<file path="config.mk">
export PLATFORM = sky130hd
export DESIGN_NAME = branch_resolve_unit
export DESIGN_NICKNAME = d
export VERILOG_FILES = /design/src/rtl/branch_resolve_unit.sv
export SDC_FILE = /design/constraint.sdc
export NUM_CORES = 1
export LEC_CHECK = 0
export BUFFER_PORTS_ARGS = -buffer_cell sky130_fd_sc_hd__buf_4
export CAP_MARGIN = 20
export CORE_ASPECT_RATIO = 0.6
export CORE_UTILIZATION = 55
export CTS_BUF_LIST = sky130_fd_sc_hd__clkbuf_8
export CTS_CLUSTER_SIZE = 20
export DETAILED_ROUTE_END_ITERATION = 12
export GPL_TIMING_DRIVEN = 0
export HOLD_SLACK_MARGIN = 0.02
export PLACE_DENSITY = 0.79
export REMOVE_ABC_BUFFERS = 1
export SLEW_MARGIN = 15
export SYNTH_ARGS = -nofsm -noshare
export SYNTH_HDL_FRONTEND = slang
export SYNTH_SLANG_ARGS = --single-unit
</file>
<file path="constraint.sdc">
create_clock -name clk -period 7.2 [get_ports clk]
set_clock_uncertainty 0.1 [all_clocks]
set_input_delay 1.8 -clock clk [delete_from_list [all_inputs] [get_ports clk]]
set_output_delay 1.8 -clock clk [all_outputs]
set_load 0.02 [all_outputs]
</file>
<file path="src/rtl/branch_resolve_unit.sv">
// Decode-stage branch resolve unit: in-order FIFO of Fetch predictions checked against Decode outcomes.
// Optional BRU_STATS_EN adds branch_cnt / mispred_cnt statistics outputs.
module branch_resolve_unit #(
  parameter int DEPTH     = 4,
  parameter int TAG_WIDTH = 8
) (
  input  logic                       clk,
  input  logic                       reset,
  input  logic                       stall,
  input  logic                       flush,
  input  logic                       pushF,
  input  logic [TAG_WIDTH-1:0]       pcF,
  input  logic                       prdF,
  input  logic [31:0]                prd_addrF,
  input  logic                       resolveD,
  input  logic [TAG_WIDTH-1:0]       pcD,
  input  logic                       real_taken,
  input  logic [31:0]                real_addr,
  input  logic [31:0]                fallthroughD,
  output logic                       mistakeD,
  output logic [31:0]                redirect_pc,
  output logic                       upd_valid,
  output logic [TAG_WIDTH-1:0]       upd_tag,
  output logic                       upd_taken,
  output logic [31:0]                upd_addr,
  output logic                       full,
  output logic                       empty,
`ifdef BRU_STATS_EN
  output logic [31:0]                branch_cnt,
  output logic [31:0]                mispred_cnt,
`endif
  output logic [$clog2(DEPTH):0]     count
);

  localparam int PTR_W = $clog2(DEPTH);
  localparam int CNT_W = PTR_W + 1;

  logic [TAG_WIDTH-1:0] tag_q  [DEPTH];
  logic                 prd_q  [DEPTH];
  logic [31:0]          addr_q [DEPTH];

  logic [PTR_W-1:0] head_q, head_d, tail_q, tail_d;
  logic [CNT_W-1:0] count_q, count_d;

  logic                 mistake_q;
  logic [31:0]          redirect_q;
  logic                 upd_valid_q;
  logic [TAG_WIDTH-1:0] upd_tag_q;
  logic                 upd_taken_q;
  logic [31:0]          upd_addr_q;

  logic        full_w, empty_w;
  logic        resolve_ok, head_match, eff_prd, mispredict_now, push, pop;
  logic [31:0] eff_addr, correct_pc;

  assign full_w  = (count_q == CNT_W'(DEPTH));
  assign empty_w = (count_q == '0);

  // A resolve coinciding with a flush is discarded entirely.
  assign resolve_ok = resolveD & ~stall & ~flush;
  assign head_match = ~empty_w & (tag_q[head_q] == pcD);
  assign eff_prd    = head_match ? prd_q[head_q]  : 1'b0;
  assign eff_addr   = head_match ? addr_q[head_q] : 32'd0;

  assign mispredict_now = resolve_ok &
                          ((eff_prd != real_taken) |
                           (eff_prd & real_taken & (eff_addr != real_addr)));
  assign correct_pc = real_taken ? real_addr : fallthroughD;

  assign pop  = resolve_ok & ~empty_w;
  assign push = pushF & ~stall & ~flush & ~reset & ~mispredict_now & (~full_w | pop);

  always_comb begin
    head_d  = head_q;
    tail_d  = tail_q;
    count_d = count_q;
    if (flush || mispredict_now) begin
      head_d  = '0;
      tail_d  = '0;
      count_d = '0;
    end else begin
      if (push) tail_d = tail_q + PTR_W'(1);
      if (pop)  head_d = head_q + PTR_W'(1);
      case ({push, pop})
        2'b10:   count_d = count_q + CNT_W'(1);
        2'b01:   count_d = count_q - CNT_W'(1);
        default: count_d = count_q;
      endcase
    end
  end

  always_ff @(posedge clk) begin
    if (push) begin
      tag_q[tail_q]  <= pcF;
      prd_q[tail_q]  <= prdF;
      addr_q[tail_q] <= prd_addrF;
    end
  end

  always_ff @(posedge clk) begin
    if (reset) begin
      head_q      <= '0;
      tail_q      <= '0;
      count_q     <= '0;
      mistake_q   <= 1'b0;
      redirect_q  <= '0;
      upd_valid_q <= 1'b0;
      upd_tag_q   <= '0;
      upd_taken_q <= 1'b0;
      upd_addr_q  <= '0;
    end else begin
      head_q      <= head_d;
      tail_q      <= tail_d;
      count_q     <= count_d;
      mistake_q   <= mispredict_now;
      upd_valid_q <= resolve_ok;
      if (mispredict_now) redirect_q <= correct_pc;
      if (resolve_ok) begin
        upd_tag_q   <= pcD;
        upd_taken_q <= real_taken;
        upd_addr_q  <= real_addr;
      end
    end
  end

`ifdef BRU_STATS_EN
  logic [31:0] branch_cnt_q, mispred_cnt_q;

  // Statistics survive flushes; only reset clears them.
  always_ff @(posedge clk) begin
    if (reset) begin
      branch_cnt_q  <= '0;
      mispred_cnt_q <= '0;
    end else begin
      if (resolve_ok)     branch_cnt_q  <= branch_cnt_q + 32'd1;
      if (mispredict_now) mispred_cnt_q <= mispred_cnt_q + 32'd1;
    end
  end

  assign branch_cnt  = branch_cnt_q;
  assign mispred_cnt = mispred_cnt_q;
`endif

  assign mistakeD    = mistake_q;
  assign redirect_pc = redirect_q;
  assign upd_valid   = upd_valid_q;
  assign upd_tag     = upd_tag_q;
  assign upd_taken   = upd_taken_q;
  assign upd_addr    = upd_addr_q;
  assign full        = full_w;
  assign empty       = empty_w;
  assign count       = count_q;

endmodule

</file>
==> flow_summary.yaml <==
drt:
  drt-vias-per-instance: 5.686
  vias: 7102
  postRouteWirelength_um: 23630
  antenna_left: 0
  drtPass1Iterations: 5
  drc: 0
  wire_per_inst_um: 18.92
  drtIter0Drc: 488
clock_network:
  cts_tree: "built"
  htree_levels: 2
  cts_root_buf: "clkbuf_8"
  cts_made_buffers: 36
  clk_path_buf_depth: 3
  post_cts_buffers: 0
  cts_sinks: 248
  cts.clk_slew.worst_paths_ns: 0.06
  insertion_delay_ns: 0.50
  cts-resized-gates: 0
  postCtsHoldBufs: 0
finish:
  drive_gt1_share_pct: 31.71
  fin_cells: 1249
  areaGrowthSynthToFinish_pct: 24.20
  nets: 1109
  diodes: 0
yosys:
  synthFlopType: "edfxtp_1"
  ys_types: 55
  ys_warn_count: 0
  synth_area_per_cell_sq_um: 13.45
  async_flop_share_pct: 0
  ys_ff_latch: 248
  synth_top_area_share_pct: 46.83
  syn_area_sq_um: 10520
  ys_seq_area_share_pct: 62.83
  synthTopCellsByArea: "edfxtp_1 (47%), dfxtp_1 (16%), mux4_2 (7.3%), mux2i_1 (4.4%), nand2_1 (3.0%)"
  netlist_instances: 782
  synth-edff-count: 164
  synth.largest_area_cell: "edfxtp_1"
floorplanning:
  start_util_pct: 57.15
  fp.dieW_um: 180.5
  fp-row-count: 38
  ios: 200
  die_h_um: 109.1
  core_area_sq_um: 18400
  dieArea_sq_um: 19690
global_route:
  grt_first_pass_wirelength_um: 37920
  grt_pass1_vias: 7157
  grtUsageTotal_pct: 24.86
  grt_overflow: 0
  grt_max_degree: 77
  antenna_found_initial: 0
placement:
  port_buffers: 199
  dp_slack_ns: 0.7387
  placedCellCount: 1185
  globalplace.congestion: 0.8054
  dp_hpwl_um: 15770
min_path:
  hp-class: "reg2reg"
sta:
  slew_headroom_pct: 35.51
  min_period_ns: 5.937
  slew_viol_final: 0
  setup_ws_ns: 1.263
  worst_pin_slew_ns: 0.9638
  fmax_mhz: 168.4
  setup_viol: 0
  hold_violations: 0
  fin_crit_sh_pct: 82.46
  grt_setup_unrepaired: "false"
setup_path:
  cp_data_arrival_time_ns: 6.03
  ff2ff_setup_slack_ns: 1.26
  cp_max_fo: 32
  criticalPathCategory: "reg2reg"
  start_kind: "flop"
  crit_required_ns: 7.29
  cp-end-kind: "flop"
power:
  power_uw: 2906
  p_leak_uw: 0.004693
  power.density_nw_per_um2: 222.5
  ir_worst_vdd_mv: 0.1210
flow_run:
  maxCapViolations: 0
status:
  status: "finished, final reports clean"
-- worst max-delay path: stages (launching register included) --
cell and delay [ns]:
dfxtp_4 0.61, buf_12 0.28, mux4_1 0.61, xor2_1 0.18
a2111oi_2 0.35, nand3_2 0.65, nor3_1 0.43, o22ai_1 0.17
or4_4 0.60, nor4_1 0.36, nor2_1 0.31, nor2b_4 0.65
buf_12 0.26
-- cell usage in the layout (no fill, tap or decap), types with 17 or more instances in the layout --
| cell | n |
|---|---|
| buf_4 | 199 |
| edfxtp_1 | 164 |
| nand2_1 | 84 |
| dfxtp_1 | 82 |
| nor2_1 | 76 |
| clkbuf_8 | 48 |
| mux2i_1 | 46 |
| a21oi_1 | 44 |
| a211oi_1 | 36 |
| mux4_2 | 34 |
| inv_1 | 19 |
| xnor2_1 | 19 |
| a31oi_1 | 17 |
-- per-layer routing --
metal / track usage, % / part of all wire (%)
met1: 35.34 / 48
met2: 39.65 / 44
met3: 5.377 / 6.3
met4: 5.617 / 1.2
met5: 0 / 0
-- layout make-up --
class                      instances  area (sq um)
sequential                       248          6614
fill                            1264          5340
multi-input combinational        481          3685
timing repair buffer             208          1682
clock buffer                      48         660.6
tap                              240         300.3
clock inverter                    16         88.84
inverter                           8         30.03
-- report_power, final --
group,switching (uW),internal (uW),leakage (uW)
combinational,116,102,0.00210
clock,515,630,0.000429
sequential,8.54,1530,0.00216
total,639,2270,0.00469
-- worst paths after layout --
kind / start / to / cells past startpoint
setup reg to reg: flop / tag_q[2][4]$_DFFE_PP_ / 12
hold reg to reg: upd_addr[2]$_SDFFE_PP0P_ / upd_addr[2]$_SDFFE_PP0P_ / 2
hold / removal: upd_addr[2]$_SDFFE_PP0P_ / upd_addr[2]$_SDFFE_PP0P_ / 2
setup / recovery: flop / tag_q[2][4]$_DFFE_PP_ / 12
-- cell usage after synthesis (all sizes together) (2+ instances only) --
cell type,instances
o31a,12
nand2,85
or4,2
and3,5
mux2,5
ha,5
a21boi,2
dfxtp,84
nand3,2
clkbuf,25
mux4,35
xnor2,19
a21oi,45
nor2b,6
nor4bb,16
or3,2
nor2,76
buf,20
nor3,20
xor2,3
nand3b,2
nor4,5
o221a,2
inv,8
and2,2
edfxtp,164
o21ai,3
nor3b,3
a211oi,36
mux2i,46
nand2b,3
o22ai,8
a31oi,17
-- flip-flops by register name (all words and copies together), names as in the netlist, named ones only --
name         count
redirect_pc     32
upd_valid        1
prd_q            4
count            3
addr_q         128
tag_q           32
tail_q           2
upd_addr        32
upd_taken        1
head_q           2
upd_tag          8
mistakeD         1
-- cell families after synthesis --
kind of cell	after synthesis	share of synthesized area, %
multiplexers	86	12.48
XOR/XNOR	22	1.833
buffers and inverters	53	2.606
AND/OR/NAND/NOR	231	10.70
flip-flops	248	62.83
adder cells (fa/ha/maj)	6	0.7853
AO/OA/AOI/OAI	136	8.770
-- metrics by stage --
stage / utilization, % / instance area [sq um] / TNS, ns / hold WS (ns)
after floorplan: - / 10270 / -40.62 / 0.3847
after global placement: 65.57 / 12070 / -643.92 / 0.3419
after detailed placement: 66.90 / 12310 / 0 / 0.3474
after CTS: 70.98 / 13060 / 0 / 0.3558
after global routing: 70.98 / 13060 / 0 / 0.3763
final: 70.98 / 13060 / 0 / 0.3544
Note: power is estimated with default switching activity, not from simulation.
